==> config.mk <==
export PLATFORM = sky130hd
export DESIGN_NAME = legv8_multicycle_ctrl_flat
export DESIGN_NICKNAME = d
export VERILOG_FILES = /design/src/rtl/legv8_pkg.sv /design/src/rtl/legv8_multicycle_ctrl_if.sv /design/src/rtl/legv8_decode.sv /design/src/rtl/legv8_multicycle_ctrl.sv /design/src/flat_wrapper.sv
export SDC_FILE = /design/constraint.sdc
export NUM_CORES = 1
export LEC_CHECK = 0
export BUFFER_PORTS_ARGS = -buffer_cell sky130_fd_sc_hd__buf_2
export CAP_MARGIN = 20
export CORE_MARGIN = 2
export CORE_UTILIZATION = 47
export CTS_CLUSTER_DIAMETER = 40
export CTS_CLUSTER_SIZE = 24
export DETAILED_ROUTE_END_ITERATION = 6
export HOLD_SLACK_MARGIN = 0.15
export PLACE_DENSITY = 0.76
export SLEW_MARGIN = 20
export SYNTH_ARGS = -nofsm -noshare
export SYNTH_HDL_FRONTEND = slang
export SYNTH_SLANG_ARGS = --single-unit
==> constraint.sdc <==
create_clock -name CLK -period 1.7 [get_ports CLK]
set_clock_uncertainty 0.05 [all_clocks]
set_input_delay 0.085 -clock CLK [delete_from_list [all_inputs] [get_ports CLK]]
set_output_delay 0.085 -clock CLK [all_outputs]
set_load 0.005 [all_outputs]
==> src/rtl/legv8_pkg.sv <==
// Shared encodings for the LEGv8 multi-cycle controller: opcodes, control codes,
// FSM states, instruction classes and trap causes.
package legv8_pkg;

    localparam int unsigned OPC_W   = 11;
    localparam int unsigned IMM_W   = 3;
    localparam int unsigned ALU_W   = 4;
    localparam int unsigned CAUSE_W = 2;

    localparam logic [OPC_W-1:0] OP_ADD   = 11'h458;
    localparam logic [OPC_W-1:0] OP_SUB   = 11'h658;
    localparam logic [OPC_W-1:0] OP_AND   = 11'h450;
    localparam logic [OPC_W-1:0] OP_ORR   = 11'h550;
    localparam logic [OPC_W-1:0] OP_ADDI0 = 11'h488;
    localparam logic [OPC_W-1:0] OP_ADDI1 = 11'h489;
    localparam logic [OPC_W-1:0] OP_SUBI0 = 11'h688;
    localparam logic [OPC_W-1:0] OP_SUBI1 = 11'h689;
    localparam logic [OPC_W-1:0] OP_LDUR  = 11'h7C2;
    localparam logic [OPC_W-1:0] OP_STUR  = 11'h7C0;

    // Prefix matches on the upper opcode bits for the variable-length opcodes
    localparam logic [5:0] OP_B_PFX    = 6'b000101;
    localparam logic [7:0] OP_CBZ_PFX  = 8'b10110100;
    localparam logic [8:0] OP_MOVZ_PFX = 9'b110100101;

    typedef enum logic [IMM_W-1:0] {
        IMM_I    = 3'b000,
        IMM_D    = 3'b001,
        IMM_B    = 3'b010,
        IMM_CB   = 3'b011,
        IMM_MOVZ = 3'b100
    } imm_sel_e;

    typedef enum logic [ALU_W-1:0] {
        ALU_AND   = 4'b0000,
        ALU_ORR   = 4'b0001,
        ALU_ADD   = 4'b0010,
        ALU_SUB   = 4'b0110,
        ALU_PASSB = 4'b0111
    } alu_op_e;

    typedef enum logic [2:0] {
        ST_IDLE,
        ST_FETCH,
        ST_DECODE,
        ST_EXEC,
        ST_MEM,
        ST_WB,
        ST_TRAP
    } state_e;

    typedef enum logic [2:0] {
        CLS_R,
        CLS_I,
        CLS_LDUR,
        CLS_STUR,
        CLS_B,
        CLS_CBZ,
        CLS_MOVZ
    } cls_e;

    typedef enum logic [CAUSE_W-1:0] {
        TC_NONE    = 2'b00,
        TC_ILLEGAL = 2'b01,
        TC_IMEM    = 2'b10,
        TC_DMEM    = 2'b11
    } trap_cause_e;

    typedef struct packed {
        cls_e     cls;
        imm_sel_e imm_ctrl;
        alu_op_e  alu_op;
        logic     alu_src_b;
        logic     reg2loc;
        logic     illegal;
    } dec_t;

    typedef struct packed {
        cls_e     cls;
        imm_sel_e imm_ctrl;
        alu_op_e  alu_op;
        logic     alu_src_b;
        logic     reg2loc;
        logic     mem_to_reg;
    } ctrl_t;

endpackage

==> src/rtl/legv8_multicycle_ctrl_if.sv <==
// Controller <-> datapath/memory bundle: decoded opcode and handshakes in,
// control strobes and trap status out.
interface legv8_multicycle_ctrl_if;

    logic [legv8_pkg::OPC_W-1:0]   opcode;
    logic                          zero;
    logic                          imem_ack;
    logic                          dmem_ack;
    logic                          imem_req;
    logic                          dmem_req;
    logic                          dmem_we;
    logic                          ir_we;
    logic                          pc_we;
    logic                          pc_src;
    logic [legv8_pkg::IMM_W-1:0]   imm_ctrl;
    logic                          alu_src_b;
    logic [legv8_pkg::ALU_W-1:0]   alu_op;
    logic                          reg2loc;
    logic                          reg_we;
    logic                          mem_to_reg;
    logic                          retired;
    logic                          trap;
    logic [legv8_pkg::CAUSE_W-1:0] trap_cause;

    modport master (
        input  opcode, zero, imem_ack, dmem_ack,
        output imem_req, dmem_req, dmem_we, ir_we, pc_we, pc_src, imm_ctrl,
               alu_src_b, alu_op, reg2loc, reg_we, mem_to_reg, retired,
               trap, trap_cause
    );

    modport slave (
        output opcode, zero, imem_ack, dmem_ack,
        input  imem_req, dmem_req, dmem_we, ir_we, pc_we, pc_src, imm_ctrl,
               alu_src_b, alu_op, reg2loc, reg_we, mem_to_reg, retired,
               trap, trap_cause
    );

endinterface

==> src/rtl/legv8_decode.sv <==
// Combinational opcode classifier producing the per-instruction control fields.
module legv8_decode
    import legv8_pkg::*;
(
    input  logic [OPC_W-1:0] opcode,
    output dec_t             dec
);

    always_comb begin
        dec.cls       = CLS_R;
        dec.imm_ctrl  = IMM_I;
        dec.alu_op    = ALU_ADD;
        dec.alu_src_b = 1'b0;
        dec.reg2loc   = 1'b0;
        dec.illegal   = 1'b0;
        case (opcode)
            OP_ADD: dec.alu_op = ALU_ADD;
            OP_SUB: dec.alu_op = ALU_SUB;
            OP_AND: dec.alu_op = ALU_AND;
            OP_ORR: dec.alu_op = ALU_ORR;
            OP_ADDI0, OP_ADDI1: begin
                dec.cls       = CLS_I;
                dec.alu_src_b = 1'b1;
            end
            OP_SUBI0, OP_SUBI1: begin
                dec.cls       = CLS_I;
                dec.alu_op    = ALU_SUB;
                dec.alu_src_b = 1'b1;
            end
            OP_LDUR: begin
                dec.cls       = CLS_LDUR;
                dec.imm_ctrl  = IMM_D;
                dec.alu_src_b = 1'b1;
            end
            OP_STUR: begin
                // Store data comes from Rt, so the second read port is steered there
                dec.cls       = CLS_STUR;
                dec.imm_ctrl  = IMM_D;
                dec.alu_src_b = 1'b1;
                dec.reg2loc   = 1'b1;
            end
            default: begin
                if (opcode[10:5] == OP_B_PFX) begin
                    dec.cls      = CLS_B;
                    dec.imm_ctrl = IMM_B;
                end else if (opcode[10:3] == OP_CBZ_PFX) begin
                    dec.cls      = CLS_CBZ;
                    dec.imm_ctrl = IMM_CB;
                    dec.alu_op   = ALU_PASSB;
                    dec.reg2loc  = 1'b1;
                end else if (opcode[10:2] == OP_MOVZ_PFX) begin
                    dec.cls       = CLS_MOVZ;
                    dec.imm_ctrl  = IMM_MOVZ;
                    dec.alu_op    = ALU_PASSB;
                    dec.alu_src_b = 1'b1;
                end else begin
                    dec.illegal = 1'b1;
                end
            end
        endcase
    end

endmodule

==> src/rtl/legv8_multicycle_ctrl.sv <==
// Multi-cycle LEGv8 control FSM: sequences fetch/decode/exec/mem/wb over the
// shared memory handshake and traps on illegal opcodes or ack timeouts.
module legv8_multicycle_ctrl
    import legv8_pkg::*;
#(
    parameter int unsigned TIMEOUT = 16
) (
    input  logic                    CLK,
    input  logic                    resetl,
    legv8_multicycle_ctrl_if.master bus
);

    localparam int unsigned CNT_W    = (TIMEOUT > 2) ? $clog2(TIMEOUT) : 1;
    localparam logic [CNT_W-1:0] WAIT_LIM = CNT_W'(TIMEOUT - 1);

    state_e             state_q, state_d;
    logic [CNT_W-1:0]   wait_q, wait_d;
    trap_cause_e        cause_q, cause_d;
    ctrl_t              ctrl_q, ctrl_d;
    dec_t               dec;

    legv8_decode u_decode (
        .opcode (bus.opcode),
        .dec    (dec)
    );

    always_ff @(posedge CLK or negedge resetl) begin
        if (!resetl) begin
            state_q <= ST_IDLE;
            wait_q  <= '0;
            cause_q <= TC_NONE;
            ctrl_q  <= '0;
        end else begin
            state_q <= state_d;
            wait_q  <= wait_d;
            cause_q <= cause_d;
            ctrl_q  <= ctrl_d;
        end
    end

    // Next-state, wait counter, trap cause and decode-register capture
    always_comb begin
        state_d = state_q;
        wait_d  = wait_q;
        cause_d = cause_q;
        ctrl_d  = ctrl_q;
        case (state_q)
            ST_IDLE: begin
                state_d = ST_FETCH;
                wait_d  = '0;
            end
            ST_FETCH: begin
                if (bus.imem_ack) begin
                    state_d = ST_DECODE;
                end else if (wait_q == WAIT_LIM) begin
                    state_d = ST_TRAP;
                    cause_d = TC_IMEM;
                end else begin
                    wait_d = wait_q + CNT_W'(1);
                end
            end
            ST_DECODE: begin
                if (dec.illegal) begin
                    state_d = ST_TRAP;
                    cause_d = TC_ILLEGAL;
                end else begin
                    state_d           = ST_EXEC;
                    ctrl_d.cls        = dec.cls;
                    ctrl_d.imm_ctrl   = dec.imm_ctrl;
                    ctrl_d.alu_op     = dec.alu_op;
                    ctrl_d.alu_src_b  = dec.alu_src_b;
                    ctrl_d.reg2loc    = dec.reg2loc;
                    ctrl_d.mem_to_reg = (dec.cls == CLS_LDUR);
                end
            end
            ST_EXEC: begin
                wait_d = '0;
                case (ctrl_q.cls)
                    CLS_LDUR, CLS_STUR: state_d = ST_MEM;
                    CLS_B, CLS_CBZ:     state_d = ST_FETCH;
                    default:            state_d = ST_WB;
                endcase
            end
            ST_MEM: begin
                if (bus.dmem_ack) begin
                    state_d = (ctrl_q.cls == CLS_STUR) ? ST_FETCH : ST_WB;
                    wait_d  = '0;
                end else if (wait_q == WAIT_LIM) begin
                    state_d = ST_TRAP;
                    cause_d = TC_DMEM;
                end else begin
                    wait_d = wait_q + CNT_W'(1);
                end
            end
            ST_WB: begin
                state_d = ST_FETCH;
                wait_d  = '0;
            end
            ST_TRAP: state_d = ST_TRAP;
            default: state_d = ST_IDLE;
        endcase
    end

    // Strobes follow the registered state (and ack in FETCH/MEM) so reset kills them at once
    logic in_fetch, in_exec, in_mem, in_wb;
    logic is_stur, is_b, is_cbz;
    logic mem_done;

    assign in_fetch = (state_q == ST_FETCH);
    assign in_exec  = (state_q == ST_EXEC);
    assign in_mem   = (state_q == ST_MEM);
    assign in_wb    = (state_q == ST_WB);
    assign is_stur  = (ctrl_q.cls == CLS_STUR);
    assign is_b     = (ctrl_q.cls == CLS_B);
    assign is_cbz   = (ctrl_q.cls == CLS_CBZ);
    assign mem_done = in_mem && bus.dmem_ack && is_stur;

    assign bus.imem_req   = in_fetch;
    assign bus.ir_we      = in_fetch && bus.imem_ack;
    assign bus.dmem_req   = in_mem;
    assign bus.dmem_we    = in_mem && is_stur;
    assign bus.pc_we      = (in_exec && (is_b || is_cbz)) || mem_done || in_wb;
    assign bus.pc_src     = in_exec && (is_b || (is_cbz && bus.zero));
    assign bus.reg_we     = in_wb;
    assign bus.retired    = bus.pc_we;
    assign bus.trap       = (state_q == ST_TRAP);
    assign bus.trap_cause = cause_q;
    assign bus.imm_ctrl   = ctrl_q.imm_ctrl;
    assign bus.alu_op     = ctrl_q.alu_op;
    assign bus.alu_src_b  = ctrl_q.alu_src_b;
    assign bus.reg2loc    = ctrl_q.reg2loc;
    assign bus.mem_to_reg = ctrl_q.mem_to_reg;

endmodule

==> src/flat_wrapper.sv <==
// flat-port wrapper written by rule: the top's interface ports become plain ports
module legv8_multicycle_ctrl_flat import legv8_pkg::*;
#(
    parameter int unsigned TIMEOUT = 16
)
  (CLK, resetl, bus_opcode, bus_zero, bus_imem_ack, bus_dmem_ack, bus_imem_req, bus_dmem_req, bus_dmem_we, bus_ir_we, bus_pc_we, bus_pc_src, bus_imm_ctrl, bus_alu_src_b, bus_alu_op, bus_reg2loc, bus_reg_we, bus_mem_to_reg, bus_retired, bus_trap, bus_trap_cause);
  legv8_multicycle_ctrl_if bus_i ();
  input  logic CLK;
  input  logic resetl;
  input wire logic [$bits(bus_i.opcode)-1:0] bus_opcode;
  input wire logic [$bits(bus_i.zero)-1:0] bus_zero;
  input wire logic [$bits(bus_i.imem_ack)-1:0] bus_imem_ack;
  input wire logic [$bits(bus_i.dmem_ack)-1:0] bus_dmem_ack;
  output wire logic [$bits(bus_i.imem_req)-1:0] bus_imem_req;
  output wire logic [$bits(bus_i.dmem_req)-1:0] bus_dmem_req;
  output wire logic [$bits(bus_i.dmem_we)-1:0] bus_dmem_we;
  output wire logic [$bits(bus_i.ir_we)-1:0] bus_ir_we;
  output wire logic [$bits(bus_i.pc_we)-1:0] bus_pc_we;
  output wire logic [$bits(bus_i.pc_src)-1:0] bus_pc_src;
  output wire logic [$bits(bus_i.imm_ctrl)-1:0] bus_imm_ctrl;
  output wire logic [$bits(bus_i.alu_src_b)-1:0] bus_alu_src_b;
  output wire logic [$bits(bus_i.alu_op)-1:0] bus_alu_op;
  output wire logic [$bits(bus_i.reg2loc)-1:0] bus_reg2loc;
  output wire logic [$bits(bus_i.reg_we)-1:0] bus_reg_we;
  output wire logic [$bits(bus_i.mem_to_reg)-1:0] bus_mem_to_reg;
  output wire logic [$bits(bus_i.retired)-1:0] bus_retired;
  output wire logic [$bits(bus_i.trap)-1:0] bus_trap;
  output wire logic [$bits(bus_i.trap_cause)-1:0] bus_trap_cause;
  assign bus_i.opcode = bus_opcode;
  assign bus_i.zero = bus_zero;
  assign bus_i.imem_ack = bus_imem_ack;
  assign bus_i.dmem_ack = bus_dmem_ack;
  assign bus_imem_req = bus_i.imem_req;
  assign bus_dmem_req = bus_i.dmem_req;
  assign bus_dmem_we = bus_i.dmem_we;
  assign bus_ir_we = bus_i.ir_we;
  assign bus_pc_we = bus_i.pc_we;
  assign bus_pc_src = bus_i.pc_src;
  assign bus_imm_ctrl = bus_i.imm_ctrl;
  assign bus_alu_src_b = bus_i.alu_src_b;
  assign bus_alu_op = bus_i.alu_op;
  assign bus_reg2loc = bus_i.reg2loc;
  assign bus_reg_we = bus_i.reg_we;
  assign bus_mem_to_reg = bus_i.mem_to_reg;
  assign bus_retired = bus_i.retired;
  assign bus_trap = bus_i.trap;
  assign bus_trap_cause = bus_i.trap_cause;
  legv8_multicycle_ctrl #(.TIMEOUT(TIMEOUT)) u_core (.CLK(CLK), .resetl(resetl), .bus(bus_i));
endmodule
==> reports/qor.csv <==
stage;metric;value;unit
outcome;outcome;finished, violations left;
outcome;failing checks;negative setup slack;
worst_setup_path;critical path class;reg2out;
cells_and_area;max reg flops;4;
clock_tree;CTS sink count;21;
floorplanning;die area;3350;um^2
cells_and_area;Net count, final;218;
synth;warnings from Yosys;0;
placed_design;post-detail-place hpwl;2.64;mm
routing;initial DRC count;67;
clock_tree;register clock-pin slew on the reported worst setup and hold paths;0.11;ns
synth;Post-synth EDFFs;0;
global_routing;Overflow after GRT;0;
global_routing;pin count of the biggest net entering global routing;22;
routing;Wirelength per Cell;14.5;um
synth;top cells by area, synth;dfrtp_1 39%, buf_4 4.4%, o21ai_0 4.0%;
cells_and_area;Final Non-Filler Cells;231;
routing;TritonRoute pass-1 iters;4;
cells_and_area;share of layout cells above drive strength 1;44.5;%
power_and_ir_drop;static leakage;0.882;nW
routing;drt total wl;3.35;mm
synth;Yosys top cell area share;38.5;%
synth;synthesized instance count;144;
clock_tree;clock root buffer;clkbuf_4;
floorplanning;Starting Density;49.5;%
min_path;worst min path class;in2reg;
clock_tree;Num CTS Buffers;3;
floorplanning;Ports;37;
sta;max-slew violation count;0;
sta;final setup fails;6;
worst_setup_path;Crit. End Element;primary output;
synth;syn_area_per_cell;9.47;um^2
sta;Final min period;1.77;ns
synth;register bit total from synthesis;21;
sta;Final period util;104;%
job;max-cap check violation count;0;
cells_and_area;Top reg by flops;u_core.wait_q;
power_and_ir_drop;Power Density;1190;nW/um^2
synth;Synth area leader;dfrtp_1;
worst_setup_path;Crit Path Max Fanout;8;
worst_setup_path;Critical Path Start;u_core.state_q[2];
worst_setup_path;RR Startpoint;u_core.state_q[1];
worst_setup_path;Worst R2R Path Depth;5;
synth;main flop type after synthesis;dfrtp_1;
synth;Distinct cells, synth;49;
cells_and_area;Area Overhead vs Synth;32.9;%
routing;ANT nets after route;0;
sta;final worst setup slack;-0.0748;ns
cells_and_area;most common cell after layout, fill and taps aside;buf_2;
placed_design;Place WS;-0.215;ns
floorplanning;die extent in y;57.9;um
worst_setup_path;Worst R2R Setup Slack;-0.02;ns
clock_tree;clk_lat worst skew;0.30;ns
worst_setup_path;required time of the critical path;1.56;ns
synth;syn_nets;161;
clock_tree;clk buf depth;2;
global_routing;first-pass GRT wire length;5.69;mm
floorplanning;Core ar.;2760;um^2
worst_setup_path;crit path launch type;flip-flop;
worst_setup_path;Worst Setup EP;bus_pc_src;
floorplanning;Die W;57.9;um
worst_setup_path;critical path arrival;1.64;ns
routing;via count;1303;
global_routing;vias in the first global route;1265;
global_routing;initial antenna violation count;0;
placed_design;RD Place Congestion;0.848;
power_and_ir_drop;worst IR drop on VDD;812;uV
synth;Synth Cell Area;1360;um^2
floorplanning;num rows;19;
clock_tree;TritonCTS clock tree;built;
placed_design;Port Buf Inserts;35;
global_routing;Tot GR Track Use;22.0;%
worst_setup_path;R2R Path End;u_core.bus.trap_cause[0];
placed_design;Placed Cells;221;
sta;Peak Freq;0.563;GHz
sta;final hold vios;0;
sta;RSZ-0062 raised after global routing;true;
cells_and_area;ant diodes;0;
routing;Vias per Instance;5.64;
clock_tree;H-tree depth;1;
routing;DRC errors left;0;
cells_and_area;most frequent cells in the layout;35 x buf_2, 24 x buf_4, 21 x dfrtp_1, 11 x o21ai_0, 10 x nand2_1;
synth;Seq/Total Area, Yosys;38.5;%
synth;ys async rst share;100;%
==> area by class of cell <==
type / count / area [um^2]
Inverter: 8 / 30.0
Fill cell: 227 / 945
Multi-Input combinational cell: 102 / 774
Timing Repair Buffer: 65 / 418
Clock buffer: 4 / 26.3
Sequential cell: 21 / 526
Tap cell: 31 / 38.8
==> worst max-delay path, stage by stage, from the launching register on <==
cell and delay (ns):
dfrtp_1 0.43, buf_6 0.15, or4_4 0.54, a21oi_2 0.11, buf_2 0.12
==> stage by stage <==
stage | TNS (ns) | utilization (%) | hold WS [ns] | instance area, um^2 | power (mW)
6_report | -0.241 | 65.7 | 0.193 | 1810 | 2.15
5_1_grt | -0.729 | 65.7 | 0.207 | 1810 | 2.32
4_1_cts | -0.258 | 65.1 | 0.191 | 1790 | 2.12
3_5_place_dp | -1.34 | 61.0 | 0.0104 | 1680 | 1.79
3_3_place_gp | -0.354 | 61.0 | 0.00331 | 1680 | 1.73
2_1_floorplan | -0.0166 | - | -0.261 | 1380 | 1.40
==> synth_stat cells (2+ instances only) <==
library cell and count:
o21ai_0 11, nand4_1 2, o31a_1 2, nand2b_1 3, buf_4 8, inv_1 8
and2_1 3, or3_1 3, a21bo_2 2, clkbuf_1 3, nand4b_1 2, or4_1 2
nor2b_1 3, nand2_1 10, and2_4 2, nand3_1 7, nor4bb_1 4, a21oi_1 6
and3_1 3, o21a_1 2, dfrtp_1 21, o22a_2 3, nand4bb_1 4, nor2_1 5
==> cells by family (layout without fill, tap and decap cells) <==
logic type | count (synthesis) | after routing | synth area share (%)
compound gates | 37 | 37 | 19.3
xor+xnor | 1 | 1 | 0.642
fa+ha+maj | 1 | 1 | 0.917
buf+inv | 21 | 77 | 8.62
flops | 21 | 21 | 38.5
mux | 3 | 3 | 2.66
other cells | 1 | 1 | 0.275
simple gates | 59 | 59 | 29.1
==> worst min path at each step <==
stage | endpoint | slack [ns] | cells past startpoint | start
2_1_floorplan | u_core.bus.alu_op[0] | -0.26 | 0 | resetl
3_3_place_gp | u_core.wait_q[2] | 0.003 | 1 | resetl
3_5_place_dp | u_core.wait_q[2] | 0.01 | 1 | resetl
4_1_cts | u_core.bus.alu_op[2] | 0.19 | 4 | bus_opcode[9]
5_1_grt | u_core.bus.alu_op[2] | 0.21 | 4 | bus_opcode[9]
6_report | u_core.bus.alu_op[2] | 0.19 | 4 | bus_opcode[9]
==> timing repair <==
action                                 4_1_cts  5_1_grt
resized for setup                            8        4
pin swaps                                    2        0
setup endpoints to repair                    8       10
endpoints found under the hold margin       24        0
setup buffers                                2        0
hold buffers                                 4        0
==> report_power, final <==
group | leakage [nW] | internal [mW] | switching (mW)
Combinational | 0.607 | 0.614 | 0.548
Sequential | 0.261 | 0.640 | 0.110
Clock | 0.0150 | 0.0917 | 0.146
Total | 0.882 | 1.35 | 0.805
==> metal layers <==
layer  vias up  share of wire (%)  global-route usage, %
li1        639                  -                      -
met1       621                 40                   25.9
met2        37                 53                   39.9
met3         6                4.2                   2.01
met4         0                2.4                   11.0
met5         -                  0                      0
Power figures use the tool's default switching activity.
